$ cat src/rtl/seg7_scan_decoder_if.sv
// seg7_scan_decoder_if: multiplexed segment bus in, decoded frame out over valid/ready.
interface seg7_scan_decoder_if #(
    parameter int NUM_DIGITS = 4
) ();
    logic [6:0]              seg_in;
    logic                    dp_in;
    logic [NUM_DIGITS-1:0]   dig_en;
    logic [4*NUM_DIGITS-1:0] frame_value;
    logic [NUM_DIGITS-1:0]   frame_dp;
    logic [NUM_DIGITS-1:0]   frame_err;
    logic                    frame_valid;
    logic                    frame_ready;
    logic                    overrun;
    modport master (
        output seg_in, dp_in, dig_en, frame_ready,
        input  frame_value, frame_dp, frame_err, frame_valid, overrun
    );
    modport slave (
        input  seg_in, dp_in, dig_en, frame_ready,
        output frame_value, frame_dp, frame_err, frame_valid, overrun
    );
endinterface

$ cat src/rtl/seg7_scan_decoder.sv
// seg7_scan_decoder: recovers per-digit hex values from a multiplexed 7-segment bus into frames.
// Define SEG7_ACTIVE_LOW_EN for common-anode inputs (0 = lit / selected).
module seg7_scan_decoder #(
    parameter int NUM_DIGITS    = 4,
    parameter int STABLE_CYCLES = 3
) (
    input logic                clk,
    input logic                rst,
    seg7_scan_decoder_if.slave bus
);
    localparam int SW = NUM_DIGITS + 8;
    typedef enum logic [1:0] {S_IDLE, S_SETTLE, S_CAPTURE, S_HOLD} smp_t;
    typedef enum logic {F_COLLECT, F_PRESENT} frm_t;
    logic [SW-1:0]           w_in, r_s, r_prev;
    logic [NUM_DIGITS-1:0]   w_dig, r_mask, r_bdp, r_berr, r_fdp, r_ferr;
    logic [4*NUM_DIGITS-1:0] r_bval, r_fval;
    logic [3:0]              r_cnt;
    logic [4:0]              w_dec;
    logic                    w_oh, w_chg, w_cap, w_full, w_hs, w_load, w_ovr, r_ovr;
    smp_t                    r_sst, w_snext;
    frm_t                    r_fst, w_fnext;
`ifdef SEG7_ACTIVE_LOW_EN
    assign w_in = ~{bus.dig_en, bus.dp_in, bus.seg_in};
`else
    assign w_in = {bus.dig_en, bus.dp_in, bus.seg_in};
`endif
    assign w_dig  = r_s[SW-1:8];
    assign w_oh   = $onehot(w_dig);
    assign w_chg  = r_s != r_prev;
    assign w_full = &r_mask;
    assign w_hs   = (r_fst == F_PRESENT) && bus.frame_ready;
    // {err, value}
    function automatic logic [4:0] decode(input logic [6:0] s);
        case (s)
            7'h3F: decode = 5'h00;
            7'h06: decode = 5'h01;
            7'h5B: decode = 5'h02;
            7'h4F: decode = 5'h03;
            7'h66: decode = 5'h04;
            7'h6D: decode = 5'h05;
            7'h7D: decode = 5'h06;
            7'h07: decode = 5'h07;
            7'h7F: decode = 5'h08;
            7'h6F: decode = 5'h09;
            7'h77: decode = 5'h0A;
            7'h7C: decode = 5'h0B;
            7'h39: decode = 5'h0C;
            7'h5E: decode = 5'h0D;
            7'h79: decode = 5'h0E;
            7'h71: decode = 5'h0F;
            default: decode = 5'h10;
        endcase
    endfunction
    assign w_dec = decode(r_s[6:0]);
    always_ff @(posedge clk) begin
        if (rst) begin
            r_s    <= '0;
            r_prev <= '0;
            r_cnt  <= '0;
        end else begin
            r_s    <= w_in;
            r_prev <= r_s;
            r_cnt  <= (w_chg || !w_oh) ? 4'd0 : (r_cnt == 4'(STABLE_CYCLES)) ? r_cnt : r_cnt + 4'd1;
        end
    end
    always_ff @(posedge clk) r_sst <= rst ? S_IDLE : w_snext;
    // The buffer write fires on the edge that enters CAPTURE, so the capture lands at E0+STABLE_CYCLES.
    always_comb w_snext = !w_oh ? S_IDLE :
                          (r_sst == S_IDLE || w_chg) ? S_SETTLE :
                          (r_sst != S_SETTLE) ? S_HOLD :
                          (r_cnt >= 4'(STABLE_CYCLES - 2)) ? S_CAPTURE : S_SETTLE;
    always_comb w_cap = (r_sst == S_SETTLE) && (w_snext == S_CAPTURE);
    always_ff @(posedge clk) begin
        if (rst) begin
            r_bval <= '0;
            r_bdp  <= '0;
            r_berr <= '0;
            r_mask <= '0;
        end else begin
            r_mask <= (r_mask & {NUM_DIGITS{!w_full}}) | (w_dig & {NUM_DIGITS{w_cap}});
            for (int i = 0; i < NUM_DIGITS; i++) begin
                if (w_cap && w_dig[i]) begin
                    r_bval[4*i+:4] <= w_dec[3:0];
                    r_bdp[i]       <= r_s[7];
                    r_berr[i]      <= w_dec[4];
                end
            end
        end
    end
    always_ff @(posedge clk) r_fst <= rst ? F_COLLECT : w_fnext;
    always_comb w_fnext = (w_full || (r_fst == F_PRESENT && !w_hs)) ? F_PRESENT : F_COLLECT;
    always_comb begin
        w_load = w_full && (r_fst == F_COLLECT || w_hs);
        w_ovr  = w_full && (r_fst == F_PRESENT) && !w_hs;
    end
    always_ff @(posedge clk) begin
        if (rst) begin
            r_fval <= '0;
            r_fdp  <= '0;
            r_ferr <= '0;
            r_ovr  <= 1'b0;
        end else begin
            r_ovr <= w_ovr;
            if (w_load) begin
                r_fval <= r_bval;
                r_fdp  <= r_bdp;
                r_ferr <= r_berr;
            end
        end
    end
    assign bus.frame_value = r_fval;
    assign bus.frame_dp    = r_fdp;
    assign bus.frame_err   = r_ferr;
    assign bus.frame_valid = (r_fst == F_PRESENT);
    assign bus.overrun     = r_ovr;
endmodule

$ cat src/flat_wrapper.sv
// flat-port wrapper written by rule: the top's interface ports become plain ports
module seg7_scan_decoder_flat 
#(
    parameter int NUM_DIGITS    = 4,
    parameter int STABLE_CYCLES = 3
)
  (clk, rst, bus_seg_in, bus_dp_in, bus_dig_en, bus_frame_ready, bus_frame_value, bus_frame_dp, bus_frame_err, bus_frame_valid, bus_overrun);
  seg7_scan_decoder_if #(.NUM_DIGITS(NUM_DIGITS)) bus_i ();
  input logic clk;
  input logic rst;
  input wire logic [$bits(bus_i.seg_in)-1:0] bus_seg_in;
  input wire logic [$bits(bus_i.dp_in)-1:0] bus_dp_in;
  input wire logic [$bits(bus_i.dig_en)-1:0] bus_dig_en;
  input wire logic [$bits(bus_i.frame_ready)-1:0] bus_frame_ready;
  output wire logic [$bits(bus_i.frame_value)-1:0] bus_frame_value;
  output wire logic [$bits(bus_i.frame_dp)-1:0] bus_frame_dp;
  output wire logic [$bits(bus_i.frame_err)-1:0] bus_frame_err;
  output wire logic [$bits(bus_i.frame_valid)-1:0] bus_frame_valid;
  output wire logic [$bits(bus_i.overrun)-1:0] bus_overrun;
  assign bus_i.seg_in = bus_seg_in;
  assign bus_i.dp_in = bus_dp_in;
  assign bus_i.dig_en = bus_dig_en;
  assign bus_i.frame_ready = bus_frame_ready;
  assign bus_frame_value = bus_i.frame_value;
  assign bus_frame_dp = bus_i.frame_dp;
  assign bus_frame_err = bus_i.frame_err;
  assign bus_frame_valid = bus_i.frame_valid;
  assign bus_overrun = bus_i.overrun;
  seg7_scan_decoder #(.NUM_DIGITS(NUM_DIGITS), .STABLE_CYCLES(STABLE_CYCLES)) u_core (.clk(clk), .rst(rst), .bus(bus_i));
endmodule
$ cat config.mk
export PLATFORM = sky130hd
export DESIGN_NAME = seg7_scan_decoder_flat
export DESIGN_NICKNAME = d
export VERILOG_FILES = /design/src/rtl/seg7_scan_decoder_if.sv /design/src/rtl/seg7_scan_decoder.sv /design/src/flat_wrapper.sv
export SDC_FILE = /design/constraint.sdc
export NUM_CORES = 1
export LEC_CHECK = 0
export BUFFER_PORTS_ARGS = -buffer_cell sky130_fd_sc_hd__buf_4
export CORE_ASPECT_RATIO = 1.1
export CORE_UTILIZATION = 30
export CTS_CLUSTER_DIAMETER = 150
export DETAILED_ROUTE_END_ITERATION = 7
export SYNTH_ARGS = -nofsm -noshare
export SYNTH_HDL_FRONTEND = slang
export SYNTH_SLANG_ARGS = --single-unit
$ cat constraint.sdc
create_clock -name clk -period 4.03 [get_ports clk]
set_clock_uncertainty 0.2 [all_clocks]
set_input_delay 0.403 -clock clk [delete_from_list [all_inputs] [get_ports clk]]
set_output_delay 0.403 -clock clk [all_outputs]
set_load 0.05 [all_outputs]
# Word-level counts from Yosys, hierarchy flattened
# Index checks and enable logic that the tools add are counted.
# W data, S select, Z words.
dict set report totals {
  elab_cells 79
  out_inout_bits 26
  register_bits 84
  input_bits 15
}
dict set report classes {
  n_lt_le_gt_ge 1
  n_reduce_logical 20
  bitwise_logic 4
  eq_ne 22
  n_addsub 4
  mux 6
}
# cell n
set ops {}
lappend ops {{$eq A7 B7 Y1 const B} 12}
lappend ops {{$pmux W5 S16} 1}
lappend ops {{$eq A7 B3 Y1 const B} 2}
lappend ops {{$eq A7 B6 Y1 const B} 2}
lappend ops {{$ne A12 B12 Y1} 1}
lappend ops {{$logic_and A1 B1 Y1} 10}
lappend ops {{$and A4 B4 Y4} 2}
lappend ops {{$mux W2} 4}
lappend ops {{$add A1 B1 Y2} 2}
lappend ops {{$add A4 B1 Y4 const B} 1}
lappend ops {{$eq A4 B2 Y1 const B} 1}
lappend ops {{$ge A4 B1 Y1 const B} 1}
lappend ops {{$logic_or A1 B1 Y1} 4}
lappend ops {{$or A4 B4 Y4} 1}
lappend ops {{$reduce_and A4 Y1} 1}
lappend ops {{$add A3 B3 Y3} 1}
lappend ops {{$eq A3 B1 Y1 const B} 1}
lappend ops {{$logic_not A1 Y1} 3}
lappend ops {{$eq A2 B1 Y1 const B} 1}
lappend ops {{$eq A2 B2 Y1 const B} 1}
lappend ops {{$logic_not A2 Y1} 1}
lappend ops {{$ne A2 B1 Y1 const B} 1}
lappend ops {{$reduce_or A2 Y1} 1}
lappend ops {{$mux W1} 1}
lappend ops {{$not A1 Y1} 1}

# Depth between registers and ports, before layout
dict set report logic_depth {
  ltp_word 9
  ltp_mapped 9
}

# Worst setup path after synthesis
# OpenSTA, ideal clock, no wires.
dict set report synth_path {
  kind {reg2reg}
  start {register u_core.r_s[8]}
  end {register u_core.r_berr[0]}
  slack_ps 1180
  arrival_ps 2533
  path_stages_with_launch 10
  setup_ps 117
  period_less_slack_ps 2850
  path_cell_list {dfxtp_1 ha_1 ha_1 fa_1 or3b_1 nor3_1 and4_1 buf_2 nand2_1 a22o_1}
}
dict set report synth_via {
  elab_chain_len 7
}
# element line
set synth_lines {}
lappend synth_lines {{start, declared} seg7_scan_decoder.sv:14} ;# logic [SW-1:0] w_in, r_s, r_prev;
lappend synth_lines {{start signal, assigned} seg7_scan_decoder.sv:61} ;# r_s <= w_in;
lappend synth_lines {{$add A1 B1 Y2 (not written as such) or $ne A12 B12 Y1 (tied branches)} {seg7_scan_decoder.sv:28, seg7_scan_decoder.sv:29}}
lappend synth_lines {{$add A3 B3 Y3 (not written as such) or $logic_or A1 B1 Y1 (tied branches)} {seg7_scan_decoder.sv:28, seg7_scan_decoder.sv:69}}
lappend synth_lines {{$eq A3 B1 Y1 or $mux W2 (tied branches)} {seg7_scan_decoder.sv:28, seg7_scan_decoder.sv:69}}
lappend synth_lines {{$mux W2} seg7_scan_decoder.sv:68} ;# always_comb w_snext = !w_oh ? S_IDLE :
lappend synth_lines {{$eq A2 B2 Y1} seg7_scan_decoder.sv:72} ;# always_comb w_cap = (r_sst == S_SETTLE) && (w_snext == S_CAPTURE);
lappend synth_lines {{$logic_and A1 B1 Y1} seg7_scan_decoder.sv:72}
lappend synth_lines {{$logic_and A1 B1 Y1 *} seg7_scan_decoder.sv:82} ;# if (w_cap && w_dig[i]) begin
lappend synth_lines {{end signal, assigned by index} seg7_scan_decoder.sv:85} ;# r_berr[i] <= w_dec[4];
lappend synth_lines {{end, declared} seg7_scan_decoder.sv:15} ;# logic [NUM_DIGITS-1:0] w_dig, r_mask, r_bdp, r_berr, r_fdp, r_ferr;
# Mark *: on every way between the ends. The rest lies on a longest branch, timed or not.
# A chain may end at the register's enable or synchronous reset.

# Final worst setup path
dict set report layout_path {
  start {register u_core.r_s[10]}
  end {register u_core.r_berr[0]}
}
dict set report layout_via {
  elab_chain_len 7
}
# element line
set layout_lines {}
lappend layout_lines {{$add A1 B1 Y2 (not written as such) or $ne A12 B12 Y1 (tied branches)} {seg7_scan_decoder.sv:28, seg7_scan_decoder.sv:29}}
lappend layout_lines {{$add A3 B3 Y3 (not written as such) or $logic_or A1 B1 Y1 (tied branches)} {seg7_scan_decoder.sv:28, seg7_scan_decoder.sv:69}}
lappend layout_lines {{$eq A3 B1 Y1 or $mux W2 (tied branches)} {seg7_scan_decoder.sv:28, seg7_scan_decoder.sv:69}}
lappend layout_lines {{$mux W2 *} seg7_scan_decoder.sv:68}
lappend layout_lines {{$eq A2 B2 Y1 *} seg7_scan_decoder.sv:72}
lappend layout_lines {{$logic_and A1 B1 Y1 *} seg7_scan_decoder.sv:72}
lappend layout_lines {{$logic_and A1 B1 Y1 *} seg7_scan_decoder.sv:82}
# Marks and branches as above.

==> impl_metrics.ini <==
[hold_path]
min_path_type = in2reg

[global_route]
antenna_found_initial = 0
grt_pass1_vias = 2538
grt_pass1_wl_um = 12400
grt_max_degree = 84
grtUsageTotal_pct = 12.5
grt-ovfl-total = 0

[timing]
layout_min_cycle_time_ns = 3.30
relSlewSlack_pct = 42.8
setup_viol = 0
fmax_mhz = 303
rsz0062_at_grt = no
worst_pin_slew_ns = 0.859
post-route-period-util_pct = 81.8
finalMaxSlewViolations = 0
fin_tns_setup_ns = 0
hold_viol = 0

[clock_tree]
cts_tree = done
cts_buffer_depth = 2
cts.clk_slew.worst_paths_ns = 0.06
hold_buffers = 0
post-cts-setup-buffers = 0
cts_buffers = 9
cts-htree-levels = 3
clk_latency_ns = 0.34
cts-root-buf = clkbuf_16
cts-resized-gates = 0
cts_sinks = 84

[logic_synthesis]
synth.distinct_cells = 59
synth_area_leaders = dfxtp_1, nand2_1, nor2b_1
async_reset_ff_share_pct = 0
seq_area_frac_synth_pct = 46.4
yosys_warnings = 0
netlist.area_leader.share_pct = 46.4
synth_seq_cells = 84
syn_area_sq_mm = 0.00363
synth_ff_type = dfxtp_1
syn_nets = 407
synth_area_leader_cell = dfxtp_1
synthCells = 385
synth-edff-count = 0
syn-mean-instance-area_sq_um = 9.42

[critical_path]
max_stage_delay_ns = 0.51
crit_fanout = 10
worstPathRequired_ns = 4.06
path_buf_inv = 0
crit_path_start_kind = register
end_kind = register
crit_chain = ha_1 -> ha_1 -> fa_1 -> or3b_1 -> nor3_1 -> and4_1 -> nand2_1 -> a22o_1
path_class = reg2reg
crit_family = simple AND/OR/NAND/NOR gates
cp_common_cell = ha_1
cp_data_arrival_time_ns = 3.32
crit_path_top_delay_cell = dfxtp_1

[die]
die_area_sq_mm = 0.0125
rows = 41
die_x_um = 107
fp.coreArea_sq_mm = 0.0116
start_util_pct = 31.1
dieHeight_um = 117
ios = 41

[placed_design]
io_buffers = 40
hpwl_um = 5140
placed_cells = 548
place_congestion = 0.769

[pwr]
pwr_density_cell_mw_per_mm2 = 432
vdd_ir_drop_max_v = 0.000207
p_leak_nw = 1.54

[layout]
areaGrowthSynthToFinish_pct = 19.1
n_antenna_cell = 0
nFillCells = 1172
num-nets-final = 431
final-seq-area_sq_mm = 0.00168
final_cells = 564
multiInputGateArea_sq_mm = 0.00180
drive_gt1_share_pct = 19.3

[routing]
vias_per_cell = 4.75
antenna_left = 0
drc = 0
wl_per_cell_um = 13.1
drt_iter0_drc = 116
num_vias = 2677
drt_first_pass_iters = 4
routed_wl_um = 7360

[outcome]
status = finished clean

[flow_run]
cap_violations = 0
## cells in the mapped netlist (all sizes together) (3+ instances only)
| cell | n |
|---|---|
| a22o | 4 |
| o21ai | 4 |
| nor3b | 3 |
| nor4b | 3 |
| mux2i | 13 |
| buf | 12 |
| dfxtp | 84 |
| nand3b | 5 |
| nand2b | 9 |
| clkbuf | 16 |
| and4 | 4 |
| nor4 | 3 |
| ha | 6 |
| nor2b | 31 |
| and4bb | 3 |
| nand3 | 9 |
| a21oi | 37 |
| or4 | 3 |
| nor3 | 7 |
| xnor2 | 13 |
| nand4 | 13 |
| nand2 | 66 |
| nor2 | 11 |
## placed cells by master (no fill, tap or decap), drive strengths merged, types with 3 or more instances in the layout
master / count
o21ai: 4
clkbuf: 10
nor4: 3
inv: 4
nand2b: 9
a22o: 4
or4: 3
nor2b: 31
xnor2: 13
dfxtp: 84
nor2: 11
a21oi: 37
nand3b: 5
buf: 41
nand3: 9
nor3: 7
mux2i: 13
nor3b: 3
and4: 4
nor4b: 3
nand4: 13
and4bb: 3
ha: 6
nand2: 66
## path summary, 6_finish.rpt
check	from	to	slack, ns	cells after the start
min	bus_seg_in[1]	u_core.r_s[1]	0.07	2
min reg2reg	u_core.bus.frame_value[11]	u_core.bus.frame_value[11]	0.26	2
max	u_core.r_s[10]	u_core.r_berr[0]	0.73	8
max reg2reg	u_core.r_s[10]	u_core.r_berr[0]	0.73	8
## area by class of cell
type | instances | area share, %
clock inverters | 6 | 2.20
multi-input cells | 271 | 41.7
repair buffers | 41 | 7.13
well taps | 150 | 4.35
inverters | 2 | 0.174
flip-flops and latches | 84 | 38.9
clock buffers | 10 | 5.53
## cells by family after synthesis
| group | after synthesis | synth area share [%] |
|---|---|---|
| AOI/OAI and AO/OA | 55 | 9.42 |
| xor gates and xnor gates | 15 | 4.35 |
| adders and majority gates | 7 | 2.62 |
| buffers and inverters | 30 | 3.97 |
| DFF | 84 | 46.4 |
| muxes | 14 | 3.90 |
| and+or+nand+nor | 180 | 29.4 |
## flip-flops by register name, indices dropped and copies added (netlist names)
name,count
u_core.bus.frame_err,4
u_core.bus.frame_valid,1
u_core.r_cnt,4
u_core.r_s,12
u_core.r_bdp,4
u_core.r_prev,12
u_core.bus.frame_value,16
u_core.r_bval,16
u_core.r_sst,2
u_core.r_mask,4
u_core.r_berr,4
u_core.bus.frame_dp,4
u_core.bus.overrun,1
## routing by layer
metal / up-vias / share of wire, % / global-route usage (%)
li1: 1376 / - / -
met1: 1250 / 48 / 15.9
met2: 40 / 47 / 20.2
met3: 11 / 3.5 / 3.50
met4: 0 / 1.5 / 4.37
met5: - / 0 / 0
## metrics by stage
step	instance area (sq um)	hold WS [ns]	setup slack, ns	total power, mW	utilization [%]
floorplan	3630	0.227	1.18	0.953	-
global placement	3990	0.244	0.874	0.973	34.2
detailed placement	3990	0.247	0.768	0.976	34.2
CTS	4320	0.0640	0.741	1.89	37.1
global route	4320	0.0682	0.518	1.94	37.1
finish	4320	0.0704	0.733	1.87	37.1
## worst register-to-register path, delay by kind of cell (launching register included)
family	cells	cell delay, ns
and+or+nand+nor	4	1.28
adders and majority gates	3	0.94
DFF	1	0.51
AOI/OAI and AO/OA	1	0.24
## where the power goes
part | leakage [nW] | switching [mW] | internal [mW]
combinational | 0.700 | 0.0455 | 0.0445
sequential | 0.682 | 0.0244 | 0.843
clock | 0.157 | 0.344 | 0.566
(Power assumes the default switching activity.)
